===== config.mk =====
export PLATFORM = sky130hd
export DESIGN_NAME = stream_in
export DESIGN_NICKNAME = d
export VERILOG_FILES = /design/src/rtl/stream_in.sv
export SDC_FILE = /design/constraint.sdc
export NUM_CORES = 1
export LEC_CHECK = 0
export ABC_AREA = 1
export CAP_MARGIN = 20
export CELL_PAD_IN_SITES_DETAIL_PLACEMENT = 1
export CELL_PAD_IN_SITES_GLOBAL_PLACEMENT = 2
export CORE_AREA = 8 8 192 194
export CTS_BUF_LIST = sky130_fd_sc_hd__clkbuf_8
export CTS_CLUSTER_SIZE = 10
export DETAILED_ROUTE_END_ITERATION = 8
export DIE_AREA = 0 0 200 202
export HOLD_SLACK_MARGIN = 0.02
export PLACE_DENSITY_LB_ADDON = 0.1
export SLEW_MARGIN = 20
export SYNTH_ARGS = -nofsm -noshare
export SYNTH_HDL_FRONTEND = slang
export SYNTH_SLANG_ARGS = --single-unit

===== constraint.sdc =====
create_clock -name clk -period 25.1 [get_ports clk]
set_clock_uncertainty 0.1 [all_clocks]
set_input_delay 7.53 -clock clk [delete_from_list [all_inputs] [get_ports clk]]
set_output_delay 7.53 -clock clk [all_outputs]
set_load 0.01 [all_outputs]

===== src/rtl/stream_in.sv =====
// stream_in: double-buffered deserialiser packing 8 x 16-bit words (MSB word first) into a 128-bit block + type flag
//   clk, rst (async active-high)
//   vin/tin/din/rdy : input word stream, transfer on vin && rdy
//   vout/tout/dout/ack : held block to the AES core, transfer on vout && ack
//   err : one-cycle pulse on type mismatch inside a block (or idle timeout)
//   Optional: define STREAM_IN_TIMEOUT_EN to abort partial blocks idle for TIMEOUT cycles
module stream_in #(
  parameter int TIMEOUT = 16
) (
  input  logic         clk,
  input  logic         rst,
  input  logic         vin,
  input  logic         tin,
  input  logic [15:0]  din,
  output logic         rdy,
  output logic         vout,
  output logic         tout,
  output logic [127:0] dout,
  input  logic         ack,
  output logic         err
);
  logic [2:0]   cnt;
  logic [127:0] asm_data, asm_word;
  logic         asm_type, asm_full, accept, mismatch, complete, free, timeout;
  assign rdy      = !asm_full;
  assign accept   = vin && rdy;
  assign mismatch = accept && cnt != 3'd0 && tin != asm_type;
  assign complete = accept && !mismatch && cnt == 3'd7;
  assign free     = !vout || ack;
  // assembly register with the incoming word dropped into slot cnt
  always_comb begin
    asm_word = asm_data;
    for (int j = 0; j < 8; j++)
      if (cnt == 3'(j)) asm_word[127-16*j -: 16] = din;
  end
`ifdef STREAM_IN_TIMEOUT_EN
  logic [7:0] idle;
  assign timeout = cnt != 3'd0 && !accept && idle == 8'(TIMEOUT - 1);
  always_ff @(posedge clk or posedge rst)
    if (rst) idle <= '0;
    else idle <= (cnt == 3'd0 || accept || timeout) ? 8'd0 : idle + 8'd1;
`else
  assign timeout = 1'b0 && (TIMEOUT != 0);
`endif
  always_ff @(posedge clk or posedge rst)
    if (rst) begin
      cnt      <= '0;
      asm_data <= '0;
      asm_type <= 1'b0;
      asm_full <= 1'b0;
      vout     <= 1'b0;
      tout     <= 1'b0;
      dout     <= '0;
      err      <= 1'b0;
    end else begin
      err <= mismatch || timeout;
      if (accept) begin
        asm_data <= mismatch ? {din, 112'b0} : asm_word;
        if (mismatch || cnt == 3'd0) asm_type <= tin;
        cnt <= mismatch ? 3'd1 : cnt + 3'd1;
        if (complete && !free) asm_full <= 1'b1;
      end else if (timeout) cnt <= '0;
      // a completing block bypasses straight into hold when hold is free this edge
      if (complete && free) begin
        dout <= asm_word;
        tout <= asm_type;
        vout <= 1'b1;
      end else if (asm_full && vout && ack) begin
        dout     <= asm_data;
        tout     <= asm_type;
        vout     <= 1'b1;
        asm_full <= 1'b0;
      end else if (ack) vout <= 1'b0;
    end
endmodule


# Word level (Yosys, flattened, before mapping)
# Index checks and enable logic that the tools add are counted.
[totals]
reg_bits = 264
input_bits = 21
[op_classes]
add_sub_neg = 1
eq_ne = 8
muxes = 21
reduce_logical = 20
[op_table]
columns = ["op", "n"]
rows = [
  ["$mux W128", 3],
  ["$mux W16", 8],
  ["$eq A3 B3 Y1 const B", 4],
  ["$logic_and A1 B1 Y1", 9],
  ["$mux W1", 9],
  ["$eq A3 B2 Y1 const B", 2],
  ["$reduce_bool A3 Y1", 2],
  ["$logic_not A1 Y1", 4],
  ["$add A3 B1 Y3 const B", 1],
  ["$eq A3 B1 Y1 const B", 1],
  ["$logic_not A3 Y1", 1],
  ["$mux W3", 1],
  ["$logic_or A1 B1 Y1", 2],
  ["$reduce_and A2 Y1", 1],
  ["$reduce_bool A2 Y1", 1],
  ["$ne A1 B1 Y1", 1],
]

# Depth between registers and ports, before layout
[depth]
depth_word = 12
depth_mapped = 11

# Worst setup path after synthesis
# Ideal clock, no wire load.
[synth_path]
kind = "input-to-reg"
start = "input port tin"
end = "register dout[21]"
setup_ns = 0.125
arrival_time_ns = 8.402
t_required_ns = 24.875
slack_ns = 16.473
cell_stages = 9
path_cell_list = "nand2_1 -> clkinv_1 -> nor2_1 -> a21oi_1 -> buf_4 -> buf_6 -> buf_4 -> nand4_1 -> nand3_1"
[synth_between]
elab_chain_cells = 7
word_cells_on_any_way = 8
[synth_lines]
columns = ["element", "line_no", "source"]
rows = [
  ["start: declaration", "13", "input logic tin,"],
  ["$ne A1 B1 Y1 (*)", "27", "assign mismatch = accept && cnt != 3'd0 && tin != asm_type;"],
  ["$logic_and A1 B1 Y1 (*)", "27", ""],
  ["$logic_not A1 Y1 (*)", "28", "assign complete = accept && !mismatch && cnt == 3'd7;"],
  ["$logic_and A1 B1 Y1 (*) (2 in a row)", "28", ""],
  ["$logic_and A1 B1 Y1 (*)", "64", "if (complete && free) begin"],
  ["$mux W128 or $reduce_bool A2 Y1 (tied branches)", "-", ""],
  ["end signal: assignment", "65", "dout <= asm_word;"],
  ["end signal: assignment", "69", "dout <= asm_data;"],
  ["end: declaration", "18", "output logic [127:0] dout,"],
]
# Every way passes the cells marked *; elsewhere a longest branch is shown, timed or not.
# A chain may end at the register's enable or synchronous reset.

# Worst setup path in the final report
[layout_path]
start = "input port vin"
end = "register dout[57]"
[layout_between]
elab_chain_cells = 8
word_cells_on_any_way = 9
[layout_lines]
columns = ["element", "line_no", "source"]
rows = [
  ["start: declaration", "12", "input logic vin,"],
  ["$logic_and A1 B1 Y1 (*)", "26", "assign accept = vin && rdy;"],
  ["$logic_and A1 B1 Y1 (2 in a row)", "27", ""],
  ["$logic_not A1 Y1", "28", ""],
  ["$logic_and A1 B1 Y1 (*) (2 in a row)", "28", ""],
  ["$logic_and A1 B1 Y1 (*)", "64", ""],
  ["$mux W128 or $reduce_bool A2 Y1 (tied branches)", "-", ""],
]
# Marked as above.

==> metrics.md <==
| Metric | Value |
|---|---|
| Multi-input gate area | `between 5000 and 6000 um2` |
| Switch share | `24.42%` |
| Post-Syn Nets | `approximately 1,500` |
| CTS tree | `yes` |
| Arr. time, crit path | `between 10 and 15 ns` |
| Final setup vio count | `0` |
| Worst reg2reg startpoint | `cnt[0]` |
| Reg power frac | `51.1%` |
| Synthesized area | `12,680 um2` |
| Site Rows | `just under 70` |
| I/O Buffers | `around 150` |
| Drt pass-1 iters | `5` |
| Design Power | `832.9 uW` |
| DRC | `0` |
| Post-synth EDFFs | `0` |
| Layout fillers | `about 4,000` |
| P&R area growth vs syn | `19.35%` |
| Clock buffer count from CTS | `49` |
| Initial Utilization | `a little under two fifths` |
| Number of global-route vias before repair | `12,050` |
| Core Area | `around 34,000 um2` |
| ANT cells | `0` |
| Clock slew at reported path FFs | `0.06 ns` |
| Critical path start-end classification | `primary input to register` |
| P per Cell Area | `approximately 55 nW/um2` |
| CP Data Required Time | `around 25 ns` |
| Die span in x | `200 um` |
| Internal cell power | `about 630 uW` |
| Worst-Skew Late Latency | `about 0.57 ns` |
| Synth unique cells | `23` |
| Max-Slew Margin vs Limit | `approximately 30%` |
| Max-cap violations | `0` |
| Register area | `roughly 6600 um2` |
| Total GRT Usage | `~23%` |
| DR WL/cell | `between 20 and 25 um` |
| Final count of hold timing violations | `0` |
| Crit path launch type | `primary input` |
| Hold Crit Start | `asm_data[12]` |
| Drt total wl | `between 40,000 and 50,000 um` |
| Count leader, synth | `nand2_1` |
| Synth area leader | `dfrtp_1` |
| CTS Buffer Depth | `3` |
| FMAX | `a little over 90 MHz` |
| # clock sinks | `about 260` |
| Status | `complete, no violations` |
| Crit path max fanout | `95` |
| Finished Layout Cells | `between 2,000 and 2,500` |
| Met3 usage | `about 4.3%` |
| Post-synth top area share | `52.08%` |
| Synth warn | `0` |
| Reg2reg setup slack | `~21 ns` |
| Hold/Removal Path Class | `register to register` |
| WHS | `around 0.39 ns` |
| DP Cell Count | `roughly 2,000` |
| Asr flop ratio synth | `100.0%` |
| Fin nets | `roughly 1,600` |
| Hold Path Stages | `2` |
| Vias post-DR | `11,534` |
| Antenna Violating Nets Remaining | `0` |
| # hold bufs at CTS | `0` |
| Cell count after synthesis | `approximately 1,500` |
| Period Utilization, post-route | `42.78%` |
| HPWL Detailed | `26,430 um` |
| Clock power share | `46.0%` |
| Min-Delay Endpoint | `dout[12]` |
| Sequential element share of the synthesized area | `about 52%` |
| DIE AREA | `around 40,000 um2` |
| RSZ-0062 raised after global routing | `false` |
| CTS-repair resized insts | `0` |
| Worst Setup End Kind | `register` |
| Maximum VDD drop | `slightly below 0.04 mV` |
| Gr busiest metal | `met2` |
| Share of cells above drive strength 1 | `around 5.4%` |
| Synth Register Bits | `about 260` |
| Measured slew at the worst slew-check pin | `1.062 ns` |
| H-tree depth | `2` |
| Reg-to-Reg End | `dout[93]` |
| Synth top cells by count | `320 x nand2_1, 264 x dfrtp_1, 259 x nand3_1` |
| Largest net degree at the start of global routing | `115` |
| Vias per inst | `5.659` |
| Ys flop type | `dfrtp_1` |
| Vert. Die Dim | `202 um` |
| Lkg Pwr | `slightly below 7 nW` |
| Comb pwr share | `approximately 2.9%` |
| GP Congestion | `0.7509` |
| Average size of a mapped cell | `8.588 um2` |
| Clock root buffer | `clkbuf_8` |
| Total grt overflow | `0` |
| Net Sw Power | `roughly 200 uW` |
| Antenna violations before repair | `2` |
| Final min period | `10.74 ns` |
| Reg2Reg Depth | `8` |
| First-pass GRT wire length | `71,990 um` |
| Setup TNS | `0 ns` |
| Total I/O pin count | `around 150` |
| Initial drt markers | `approximately 700` |
| Slew Limit Fails | `0` |
| Setup Fix Bufs, Post-CTS | `0` |
| Largest cells by area after synthesis | `dfrtp_1 52%, nand3_1 10%, nand2_1 9.5%` |
| M2 GR Usage | `between 30% and 40%` |
| M1 GR Usage | `a little under a third` |
==> kinds of logic after synthesis <==
logic type / count (synthesis) / share of synthesized area (%)
AO/OA/AOI/OAI: 277 / 13.32
flip-flops: 264 / 52.08
adder cells (fa/ha/maj): 6 / 0.5918
AND/OR/NAND/NOR: 731 / 26.90
buffers and inverters: 199 / 7.112
==> worst max-delay path: stages <==
cell and delay, ns:
clkdlybuf4s50_1 0.45, nand2_4 0.28, buf_4 0.83, nor2_2 0.10
nand2_2 0.33, nand4_4 0.60, buf_6 0.59, nand3_1 0.18
nand3_1 0.09
==> worst max path at each step <==
stage,start,end,slack [ns],depth (start not counted)
finish,vin,dout[57],14.36,9
global route,vin,dout[60],14.17,9
CTS,vin,dout[63],14.20,9
detailed placement,vin,dout[52],13.62,9
global placement,vin,dout[102],13.66,9
floorplan,rst,asm_data[0],10.20,1
==> routing by layer <==
| layer | wire length (um) | vias up |
|---|---|---|
| li1 | - | 5341 |
| met3 | 2273 | 78 |
| met5 | 13 | - |
| met1 | 21390 | 5852 |
| met2 | 20920 | 261 |
| met4 | 1428 | 2 |
==> area by class of cell <==
class / instances / area share, %
Timing Repair Buffer: 164 / 10.74
Tap cell: 455 / 3.760
Clock buffer: 56 / 5.091
Inverter: 60 / 1.570
Multi-Input combinational cell: 1014 / 34.55
Sequential cell: 264 / 43.64
Clock inverter: 25 / 0.6446
==> flip-flops by register name, indices dropped and copies added (netlist names) <==
signal / flops
asm_data: 128
asm_full: 1
asm_type: 1
cnt: 3
dout: 128
err: 1
tout: 1
vout: 1
==> power by group through the flow <==
stage / Clock (mW) / Combinational [mW] / Sequential, mW
global route: 0.413 / 0.0263 / 0.426
detailed placement: 0 / 0.0248 / 0.433
floorplan: 0 / 0.00883 / 0.434
CTS: 0.394 / 0.0248 / 0.426
global placement: 0 / 0.0248 / 0.433
finish: 0.383 / 0.0241 / 0.426
==> per-stage QoR <==
step	instance area (um2)	utilization [%]	setup WS (ns)
detailed placement	14250	41.99	13.62
CTS	15120	44.55	14.20
finish	15140	44.60	14.36
floorplan	12680	-	10.20
global placement	14250	41.99	13.66
global route	15140	44.60	14.17
==> layout by cell type, fill, tap and decap left out, drive strengths merged, types with 2 or more instances in the layout <==
| master | netlist | final |
|---|---|---|
| clkbuf | 78 | 56 |
| clkdlybuf4s50 | 0 | 152 |
| dfrtp | 264 | 264 |
| nand4 | 129 | 129 |
| a22o | 80 | 80 |
| ha | 6 | 6 |
| buf | 61 | 12 |
| nand2 | 323 | 323 |
| inv | 59 | 83 |
| nor2 | 20 | 20 |
| o21ai | 194 | 194 |
| nand3 | 259 | 259 |
| o22ai | 2 | 2 |
No activity file was read; power rests on OpenSTA's default activity.
